`src/rtl/avl_pkg.sv`:
```
// Shared types and constants for the Avalon-MM master controller.
// Holds the controller state encoding and the abort read value.
package avl_pkg;

    typedef enum logic [1:0] {
        IDLE   = 2'd0,
        ACCESS = 2'd1,
        DONE   = 2'd2
    } state_t;

    localparam logic [31:0] AVL_ERR_DATA = 32'hDEADBEEF;

endpackage

```
`src/rtl/avl_timeout_ctr.sv`:
```
// Stall counter for the Avalon master; only built with AVL_MASTER_TIMEOUT_EN.
// Counts stalled ACCESS cycles and flags the one that reaches LIMIT.
`ifdef AVL_MASTER_TIMEOUT_EN
module avl_timeout_ctr #(
    parameter int LIMIT = 256
) (
    input  logic clk,
    input  logic rst,
    input  logic clr,
    input  logic en,
    output logic expired
);

    localparam int CW = (LIMIT > 1) ? $clog2(LIMIT) : 1;

    logic [CW-1:0] cnt;

    // Count stalled cycles; cleared whenever the FSM is not in ACCESS
    always_ff @(posedge clk) begin
        if (rst || clr) begin
            cnt <= '0;
        end else if (en) begin
            cnt <= cnt + 1'b1;
        end
    end

    // The stalled cycle that would bring the count to LIMIT is the abort edge
    assign expired = en && (cnt == CW'(LIMIT - 1));

endmodule
`endif

```
`src/rtl/avl_master_ctrl.sv`:
```
// Single-transfer Avalon-MM master fed by a level-held bridge request.
// Optional stall timeout enabled by defining AVL_MASTER_TIMEOUT_EN.
module avl_master_ctrl #(
    parameter int TIMEOUT_CYCLES = 256
) (
    input  logic        clk,
    input  logic        rst,
    input  logic [31:0] bus_address,
    input  logic [31:0] bus_writedata,
    input  logic [3:0]  bus_byteenable,
    input  logic        bus_read,
    input  logic        bus_write,
    output logic [31:0] bus_readdata,
    output logic        bus_busy,
    output logic        bus_err,
    input  logic [31:0] avl_readdata,
    input  logic        avl_waitrequest,
    output logic [31:0] avl_address,
    output logic [3:0]  avl_byteenable,
    output logic [31:0] avl_writedata,
    output logic        avl_read,
    output logic        avl_write
);

    import avl_pkg::*;

    state_t      state;
    logic        op_rd;
    logic [31:0] addr_q;
    logic [31:0] wdata_q;
    logic [3:0]  be_q;
    logic [31:0] rdata_q;
    logic        req_ok;
    logic        in_access;
    logic        timeout_hit;

    assign req_ok    = bus_read ^ bus_write;
    assign in_access = (state == ACCESS);

`ifdef AVL_MASTER_TIMEOUT_EN
    logic err_q;

    avl_timeout_ctr #(
        .LIMIT (TIMEOUT_CYCLES)
    ) u_tmo (
        .clk     (clk),
        .rst     (rst),
        .clr     (!in_access),
        .en      (in_access && avl_waitrequest),
        .expired (timeout_hit)
    );

    // One-cycle error pulse, visible in DONE after an abort
    always_ff @(posedge clk) begin
        if (rst) begin
            err_q <= 1'b0;
        end else begin
            err_q <= timeout_hit;
        end
    end

    assign bus_err = err_q;
`else
    logic unused_tmo_cfg;

    assign unused_tmo_cfg = (TIMEOUT_CYCLES > 0);
    assign timeout_hit    = 1'b0;
    assign bus_err        = 1'b0;
`endif

    // Request latch, transfer sequencing and read-data capture
    always_ff @(posedge clk) begin
        if (rst) begin
            state   <= IDLE;
            op_rd   <= 1'b0;
            addr_q  <= '0;
            wdata_q <= '0;
            be_q    <= 4'b1111;
            rdata_q <= '0;
        end else begin
            unique case (state)
                IDLE: begin
                    if (req_ok) begin
                        op_rd   <= bus_read;
                        addr_q  <= bus_address;
                        wdata_q <= bus_writedata;
                        be_q    <= bus_byteenable;
                        state   <= ACCESS;
                    end
                end
                ACCESS: begin
                    if (!avl_waitrequest) begin
                        if (op_rd) begin
                            rdata_q <= avl_readdata;
                        end
                        state <= DONE;
                    end else if (timeout_hit) begin
                        if (op_rd) begin
                            rdata_q <= AVL_ERR_DATA;
                        end
                        state <= DONE;
                    end
                end
                DONE:    state <= IDLE;
                default: state <= IDLE;
            endcase
        end
    end

    assign avl_read       = in_access && op_rd;
    assign avl_write      = in_access && !op_rd;
    assign avl_address    = addr_q;
    assign avl_byteenable = be_q;
    assign avl_writedata  = wdata_q;
    assign bus_readdata   = rdata_q;
    assign bus_busy       = in_access || ((state == IDLE) && req_ok);

endmodule

```
`config.mk`:
```
export PLATFORM = sky130hd
export DESIGN_NAME = avl_master_ctrl
export DESIGN_NICKNAME = d
export VERILOG_FILES = /design/src/rtl/avl_pkg.sv /design/src/rtl/avl_timeout_ctr.sv /design/src/rtl/avl_master_ctrl.sv
export SDC_FILE = /design/constraint.sdc
export NUM_CORES = 1
export LEC_CHECK = 0
export BUFFER_PORTS_ARGS = -buffer_cell sky130_fd_sc_hd__buf_4
export CORE_UTILIZATION = 50
export CTS_CLUSTER_DIAMETER = 80
export DETAILED_ROUTE_END_ITERATION = 10
export PLACE_DENSITY = 0.9
export SYNTH_ARGS = -nofsm -noshare
export SYNTH_HDL_FRONTEND = slang
export SYNTH_HIERARCHICAL = 1
export SYNTH_SLANG_ARGS = --single-unit
```
`constraint.sdc`:
```
create_clock -name clk -period 3.7 [get_ports clk]
set_clock_uncertainty 0.1 [all_clocks]
set_input_delay 0.925 -clock clk [delete_from_list [all_inputs] [get_ports clk]]
set_output_delay 0.925 -clock clk [all_outputs]
set_load 0.1 [all_outputs]
```
==> results of run 1 <==
==> synthesized netlist by cell type, drive strengths merged <==
cell       n
a21oi     98
and4bb     1
conb       1
nand4bb    1
inv        1
nand2b     1
nor2      11
buf       43
dfxtp    103
mux2i      4
a21o       1
xor2       1
xnor2      1
nand2     66
clkbuf    15
o21ai      1
nor3       3
nand3b     1
o31ai     64
nand3     64
==> registers in the layout, summed over array words and instances, names as in the netlist <==
| name | flops |
|---|---|
| bus_readdata | 32 |
| avl_address | 32 |
| op_rd | 1 |
| avl_writedata | 32 |
| state | 2 |
| avl_byteenable | 4 |
==> metrics by stage <==
step                util (%)  hold slack [ps]  total power [W]  std cells
global route            70.6              384          0.00305        762
CTS                     70.6              363          0.00296        762
global placement        68.5              342          0.00226        747
detailed placement      68.5              350          0.00228        747
finish                  70.6              361          0.00295        762
floorplan                  -              453          0.00205        481
==> kinds of logic after synthesis <==
kind of cell,Yosys count
other cells,1
mux,4
buf+inv,59
simple gates,148
flops,103
xor+xnor,2
compound gates,164
==> area by class of cell <==
type | count | area [um2]
tap | 108 | 135
clock buffer | 10 | 128
clock inverter | 5 | 58.8
multi-input combinational | 319 | 2060
timing repair buffer | 216 | 1650
fill | 661 | 2540
sequential | 103 | 2070
inverter | 1 | 3.75
==> placed cells by master, fill, tap and decap left out <==
cell	n
nand2_1	66
a21o_1	1
a21oi_1	98
clkbuf_8	9
dfxtp_4	2
nand4bb_1	1
nand3_1	64
inv_1	1
mux2i_1	4
dfxtp_1	101
and4bb_1	1
clkbuf_1	1
inv_4	1
xor2_4	1
o21ai_0	1
o31ai_1	4
nand2b_1	1
conb_1	1
xnor2_4	1
nor3_2	1
nor3_1	2
clkinv_4	2
nor2_4	1
bufinv_16	1
buf_12	2
clkinv_2	1
nand3b_1	1
nor2_1	10
o31ai_2	60
buf_4	214
==> layer usage <==
layer	routed length, um	track usage (%)	vias to the layer above
li1	-	-	2034
met1	4710	29.0	2055
met2	6280	43.7	157
met3	743	5.77	28
met4	287	8.83	0
met5	0	0	-
==> where the power goes <==
group / internal (W) / switching [W]
Clock: 0.000312 / 0.000377
Combinational: 0.000253 / 0.000773
Sequential: 0.00118 / 0.0000528
==> worst max-delay path, stage by stage <==
cell     delay (ps)
buf_4           150
xor2_4          180
nand2_1          90
nand2_1          70
buf_4           280
==> worst paths after layout <==
check | from | end | slack, ps | cells past startpoint
min | bus_readdata[4]$_SDFFE_PP0P_ | bus_readdata[4]$_SDFFE_PP0P_ | 360 | 2
min reg2reg | bus_readdata[4]$_SDFFE_PP0P_ | bus_readdata[4]$_SDFFE_PP0P_ | 360 | 2
max | bus_read | bus_busy | 970 | 5
max reg2reg | state[0]$_SDFFE_PP0P_ | bus_readdata[27]$_SDFFE_PP0P_ | 1410 | 5
==> results_dict.tcl, run 1 <==
set metrics [dict create \
    tightest_slew_ps 1040 \
    overflow 0 \
    cp_max_fo 3 \
    drive_above_1_share_pct 45.3 \
    cts.repair_timing.setup_buffer_count 0 \
    design_area_mm2 0.00610 \
    track_usage_pct 24.7 \
    post_cts_resized 0 \
    cts_root_buffer "clkbuf_8" \
    finalSetupViolCount 0 \
    total_leakage_power_nw 2.46 \
    synth_nets 586 \
    synth_warnings 6 \
    num_vias 4274 \
    cts_hold_buf 0 \
    synth_top_family_by_area "compound AO/OA/AOI/OAI gates" \
    yosys.area.top_type "dfxtp_1" \
    finalMaxSlewViolations 0 \
    outcome "finished, final reports clean" \
    worstSetupStartpointType "primary input" \
    synth-seq-cells 103 \
    clk_latency_ps 340 \
    drc 0 \
    synth_compound_area_share_pct 28.9 \
    cp_data_required_time_ps 2670 \
    cts_inserted_buffers 9 \
    die_width_um 96.2 \
    path_clk_slew_ps 100 \
    rsz0062_at_grt "false" \
    placed_area_mm2 0.00591 \
    netlist_area_mm2 0.00444 \
    ant_nets 0 \
    min_path_type "reg -> reg" \
    grt_first_pass_wirelength_um 18100 \
    die-area_mm2 0.00925 \
    drt_first_pass_iters 5 \
    cts_tree "built" \
    ir_drop_v 0.000311 \
    core_mm2 0.00864 \
    yosys.area_share.simple_pct 15.1 \
    p_per_area_mw_per_mm2 483 \
    place_hpwl_um 8030 \
    worstSetupPathType "in -> out" \
    grt_pass1_vias 3920 \
    start_util_pct 51.4 \
    finalCritPeriodShare_pct 73.8 \
    synthAdderAreaFrac_pct 0 \
    wirelength_um 12000 \
    clock_path_buffers 2 \
    period_minus_slack_ps 2730 \
    synth.top_cell.area_share_pct 46.5 \
    max-cap-violations 0 \
    grt_max_degree 66 \
    place_congestion 0.715 \
    io_pins 209 \
    syn_inst 481 \
    arrival_ps 1710 \
    synth-xor-area-share_pct 0.564 \
    rows 34 \
    ys_top_cells_by_area "dfxtp_1, o31ai_2, a21oi_1" \
    fmax_ghz 0.366 \
    end_kind "output port" \
    relSlewSlack_pct 30.6 \
    tns_ps 0 \
    fin_ws_ps 968 \
    yosysSeqAreaShare_pct 46.5 \
    synth_cell_types 26 \
    wl_per_cell_um 15.8 \
    cts.sinks 103 \
    die-height_um 96.2 \
    via_per_inst 5.61 \
    drt-initial-drc-count 166 \
    syn_avg_cell_area_um2 9.22 \
    hold_viol_final 0 \
    cts-htree-levels 3 \
    antenna_found_initial 0 \
    antenna_cells 0 \
    io_buffers 207 \
    pre_cts_ws_ps 964 \
    synth.area.mux_share_pct 0.902 \
    fin_nets 755 \
    area_growth_pct 37.5 \
]
No activity file was read; power rests on OpenSTA's default activity.
==> inputs of run 2 (changes only) <==
--- a/config.mk
+++ b/config.mk
@@ -5,11 +5,12 @@
 export SDC_FILE = /design/constraint.sdc
 export NUM_CORES = 1
 export LEC_CHECK = 0
+export ABC_AREA = 1
 export BUFFER_PORTS_ARGS = -buffer_cell sky130_fd_sc_hd__buf_4
-export CORE_UTILIZATION = 50
+export CORE_UTILIZATION = 43
 export CTS_CLUSTER_DIAMETER = 80
 export DETAILED_ROUTE_END_ITERATION = 10
-export PLACE_DENSITY = 0.9
+export PLACE_DENSITY = 0.81
 export SYNTH_ARGS = -nofsm -noshare
 export SYNTH_HDL_FRONTEND = slang
 export SYNTH_HIERARCHICAL = 1
==> constraint.sdc (replaced) <==
create_clock -name clk -period 2.45 [get_ports clk]
set_clock_uncertainty 0.1 [all_clocks]
set_input_delay 0.6125 -clock clk [delete_from_list [all_inputs] [get_ports clk]]
set_output_delay 0.6125 -clock clk [all_outputs]
set_load 0.1 [all_outputs]
==> results_dict.tcl, run 2 <==
set metrics [dict create \
    place_hpwl_um 8280 \
    synth_nets 897 \
    grt_pass1_vias 4443 \
    synth_warnings 6 \
    p_per_area_mw_per_mm2 767 \
    die-area_mm2 0.0119 \
    netlist_area_mm2 0.00492 \
    wl_per_cell_um 11.1 \
    layout_commonest_cell "inv_1" \
    rows 38 \
    drt_first_pass_iters 4 \
    arrival_ps 1290 \
    n_fill_cell 1061 \
    cts_tree "built" \
    cp_max_fo 5 \
    max-cap-violations 0 \
    antenna_cells 0 \
    ys.flop_type "dfxtp_1" \
    cts.repair_timing.setup_buffer_count 0 \
    ff_latch_area_mm2 0.00206 \
    final_cell_mix "inv_1, buf_4, nand2_1, nor2_1, dfxtp_1" \
    via_per_inst 4.42 \
    period_minus_slack_ps 2010 \
    fmax_ghz 0.499 \
    die_width_um 109 \
    yosysSeqAreaShare_pct 41.9 \
    p_sw_w 0.00221 \
    ys_top_cells_by_area "dfxtp_1, inv_1, nand2_1" \
    cts_inserted_buffers 9 \
    fin_ws_ps 445 \
    sw_frac_of_total_pct 42.6 \
    synth-seq-cells 103 \
    core_mm2 0.0110 \
    comb_power_share_pct 38.0 \
    clk_latency_ps 330 \
    wirelength_um 12400 \
    end_kind "output port" \
    cts_hold_buf 0 \
    min_path_type "in -> reg" \
    drc 0 \
    fin_nets 1078 \
    synthTopCellsByCount "inv_1, nand2_1, nor2_1" \
    area_growth_pct 37.7 \
    num_vias 4936 \
    tightest_slew_ps 776 \
    async_flop_share_pct 0 \
    internal-power_w 0.00298 \
    power_w 0.00520 \
    finalCritPeriodShare_pct 81.8 \
    io_pins 209 \
    pre_cts_ws_ps 439 \
    worstSetupStartpointType "register" \
    drive_above_1_share_pct 24.3 \
    seqPwrFrac_pct 36.4 \
    worstSetupPathType "reg -> out" \
    finalMaxSlewViolations 0 \
    yosys.area.top_type "dfxtp_1" \
    rsz0062_at_grt "false" \
    place_congestion 0.764 \
    ant_nets 0 \
    finalSetupViolCount 0 \
    grt_first_pass_wirelength_um 19600 \
    synth_cell_types 17 \
    synth.top_cell.area_share_pct 41.9 \
    cts.sinks 103 \
    track_usage_pct 20.5 \
    drt-initial-drc-count 272 \
    path_clk_slew_ps 70 \
    synth_edf_count 0 \
    hold-worst-slack_ps 355 \
    start_util_pct 44.8 \
    overflow 0 \
    cts-htree-levels 3 \
    hold_viol_final 0 \
    p_clk_share_pct 25.6 \
    yosysMostFrequentCell "inv_1" \
    ir_drop_v 0.000506 \
    relSlewSlack_pct 48.3 \
    total_leakage_power_nw 4.08 \
    outcome "finished, final reports clean" \
    clock_path_buffers 2 \
    die-height_um 109 \
    cp_data_required_time_ps 1740 \
    post_cts_resized 0 \
    cts_root_buffer "clkbuf_16" \
    antenna_found_initial 0 \
    multi_input_area_mm2 0.00176 \
    io_buffers 207 \
    syn_inst 792 \
    syn_avg_cell_area_um2 6.22 \
    grt_max_degree 71 \
]
-- run 2: cell types whose count changed after synthesis, sizes merged, moves of 3 or more --
cell	before	now
a21oi	98	2
inv	1	230
mux2i	4	0
buf	43	34
o31ai	64	0
nand4	0	68
nor2	11	132
nand3	64	7
nand2	66	202
clkbuf	15	12
-- run 2: cell type report --
cell class	instances	share of cell area, %
inverters	230	12.7
clock inverters	6	0.646
flip-flops and latches	103	30.4
clock buffers	10	3.38
well taps	140	2.58
repair buffers	216	24.3
multi-input cells	413	26.0
-- run 2: power by group through the flow --
stage / Clock (W) / Combinational, W / Sequential [W]
floorplan: 0 / 0.000539 / 0.00291
global placement: 0 / 0.00197 / 0.00192
detailed placement: 0 / 0.00198 / 0.00193
CTS: 0.00137 / 0.00199 / 0.00189
global route: 0.00144 / 0.00210 / 0.00191
finish: 0.00133 / 0.00198 / 0.00189
-- run 2: cells by family after synthesis --
logic type | Yosys count | synth area share, %
compound gates | 2 | 0.203
other cells | 1 | 0.0762
buf+inv | 276 | 22.4
flops | 103 | 41.9
simple gates | 410 | 35.4
-- run 2: layer usage --
| metal | track usage (%) | part of all wire (%) | vias to the layer above |
|---|---|---|---|
| li1 | - | - | 2618 |
| met1 | 22.8 | 42 | 2149 |
| met2 | 36.7 | 46 | 155 |
| met3 | 6.87 | 9.8 | 14 |
| met4 | 6.37 | 1.4 | 0 |
| met5 | 0 | 0 | - |
-- run 2: metrics by stage --
step | cell area (um2) | util [%] | std cells | TNS (ps)
detailed placement | 6510 | 59.3 | 1102 | 0
floorplan | 4920 | - | 792 | -55.4
CTS | 6780 | 61.7 | 1118 | 0
global placement | 6510 | 59.3 | 1102 | 0
global route | 6780 | 61.7 | 1118 | 0
finish | 6780 | 61.7 | 1118 | 0
-- run 2: critical path, stage by stage, from the launching register on --
cell and delay [ps]:
dfxtp_1 410, nand2_2 140, nor2_1 110, buf_4 290
-- run 2: path summary, 6_finish.rpt --
kind                                       start                        endpoint  slack (ps)  cells after the start
setup / recovery           state[0]$_SDFFE_PP0P_                       avl_write         440                      3
hold / removal                   avl_waitrequest           state[1]$_SDFFE_PP0P_         350                      2
setup reg to reg           state[0]$_SDFFE_PP0P_     avl_address[0]$_SDFFE_PP0P_         730                      5
hold reg to reg   avl_byteenable[3]$_SDFFE_PP1P_  avl_byteenable[3]$_SDFFE_PP1P_         370                      2
==> inputs of run 3 (changes only) <==
==> constraint.sdc (replaced) <==
create_clock -name clk -period 1.8 [get_ports clk]
set_clock_uncertainty 0.1 [all_clocks]
set_input_delay 0.45 -clock clk [delete_from_list [all_inputs] [get_ports clk]]
set_output_delay 0.45 -clock clk [all_outputs]
set_load 0.1 [all_outputs]
==> results_dict.tcl, run 3 (synthesis gave the netlist of run 2 again) <==
set metrics [dict create \
    cts.sinks 103 \
    rows 38 \
    cts_root_buffer "clkbuf_16" \
    total_leakage_power_nw 4.15 \
    wl_per_cell_um 11.2 \
    fin_nets 1080 \
    n_fill_cell 1025 \
    cts-htree-levels 3 \
    finalCritPeriodShare_pct 98.2 \
    cts_inserted_buffers 9 \
    comb_power_share_pct 37.9 \
    grt_max_degree 70 \
    wirelength_um 12600 \
    place_hpwl_um 8520 \
    final_cell_mix "inv_1, buf_4, nand2_1, nor2_1, dfxtp_1" \
    hold-worst-slack_ps 202 \
    overflow 0 \
    sw_frac_of_total_pct 41.2 \
    internal-power_w 0.00429 \
    fmax_ghz 0.566 \
    fin_ws_ps 32.6 \
    cpPeakStageDelay_ps 330 \
    clock_path_buffers 2 \
    finalSetupViolCount 0 \
    ant_nets 0 \
    final_cells 1120 \
    antenna_cells 0 \
    max-cap-violations 0 \
    core_mm2 0.0110 \
    drt_first_pass_iters 5 \
    layout_commonest_cell "inv_1" \
    track_usage_pct 20.8 \
    path_clk_slew_ps 60 \
    ir_drop_v 0.000560 \
    crit_buf_inv 2 \
    design_area_mm2 0.00697 \
    drt-initial-drc-count 244 \
    worstSetupPathType "reg -> out" \
    path_delay_family "flip-flops" \
    pre_cts_ws_ps 51.3 \
    drc 0 \
    dp_cells 1102 \
    reg2reg_depth 7 \
    die_width_um 109 \
    io_pins 209 \
    outcome "finished, final reports clean" \
    p_clk_share_pct 26.8 \
    worstSetupStartpointType "register" \
    worstPathCellList "inv_1 > nand2_4 > nor2_4 > buf_12" \
    start_util_pct 44.8 \
    seqPwrFrac_pct 35.3 \
    antenna_found_initial 0 \
    cts_tree "built" \
    drive_above_1_share_pct 24.8 \
    grt_pass1_vias 4398 \
    placed_area_mm2 0.00659 \
    via_per_inst 4.41 \
    end_kind "output port" \
    period_minus_slack_ps 1770 \
    clk_latency_ps 330 \
    cp_data_required_time_ps 1250 \
    crit_slowest_cell "dfxtp_1" \
    hold_depth 2 \
    min_path_type "in -> reg" \
    finalMaxSlewViolations 0 \
    tns_ps 0 \
    place_congestion 0.775 \
    area_growth_pct 41.5 \
    p_per_area_mw_per_mm2 1050 \
    p_sw_w 0.00301 \
    path_depth 4 \
    grt_first_pass_wirelength_um 19600 \
    cp_max_fo 5 \
    die-height_um 109 \
    hold_viol_final 0 \
    arrival_ps 1220 \
    io_buffers 207 \
    num_vias 4940 \
    die-area_mm2 0.0119 \
]
==> run 3: cell type report <==
cell class | count | area, um2 | share of cell area, %
clock buffer | 12 | 246 | 3.54
clock inverter | 4 | 55.1 | 0.790
inverter | 230 | 863 | 12.4
multi-input combinational | 413 | 1790 | 25.7
sequential | 103 | 2060 | 29.6
tap | 140 | 175 | 2.51
timing repair buffer | 218 | 1770 | 25.5
==> run 3: routing by layer <==
layer	GRT usage, %	vias to the layer above	part of all wire (%)
li1	-	2624	-
met1	23.9	2111	42
met2	35.6	186	46
met3	7.41	19	10
met4	7.05	0	1.7
met5	0	-	0
==> run 3: power by group through the flow <==
stage          Combinational, W  Clock (W)  Sequential [W]
2_1_floorplan          0.000737          0         0.00397
3_3_place_gp            0.00272          0         0.00262
3_5_place_dp            0.00273          0         0.00263
4_1_cts                 0.00276    0.00200         0.00258
5_1_grt                 0.00294    0.00210         0.00260
6_report                0.00277    0.00195         0.00258
==> run 3: worst paths after layout <==
check	start	endpoint	slack [ps]
max	state[1]$_SDFFE_PP0P_	avl_write	30
min	rst	state[0]$_SDFFE_PP0P_	200
max reg2reg	state[0]$_SDFFE_PP0P_	op_rd$_SDFFE_PP0P_	260
min reg2reg	avl_byteenable[3]$_SDFFE_PP1P_	avl_byteenable[3]$_SDFFE_PP1P_	370
==> run 3: metrics by stage <==
step | power [W] | utilization, %
final | 0.00730 | 63.4
after floorplan | 0.00470 | -
after global routing | 0.00765 | 63.4
after detailed placement | 0.00536 | 60.0
after global placement | 0.00534 | 60.0
after CTS | 0.00734 | 63.2
==> run 3: what timing repair did <==
item	in CTS	in global routing
buffers inserted	1	1
pin swaps	1	1
gates cloned	0	0
resized for setup	9	5
setup endpoints to repair	3	3
hold buffers	0	0
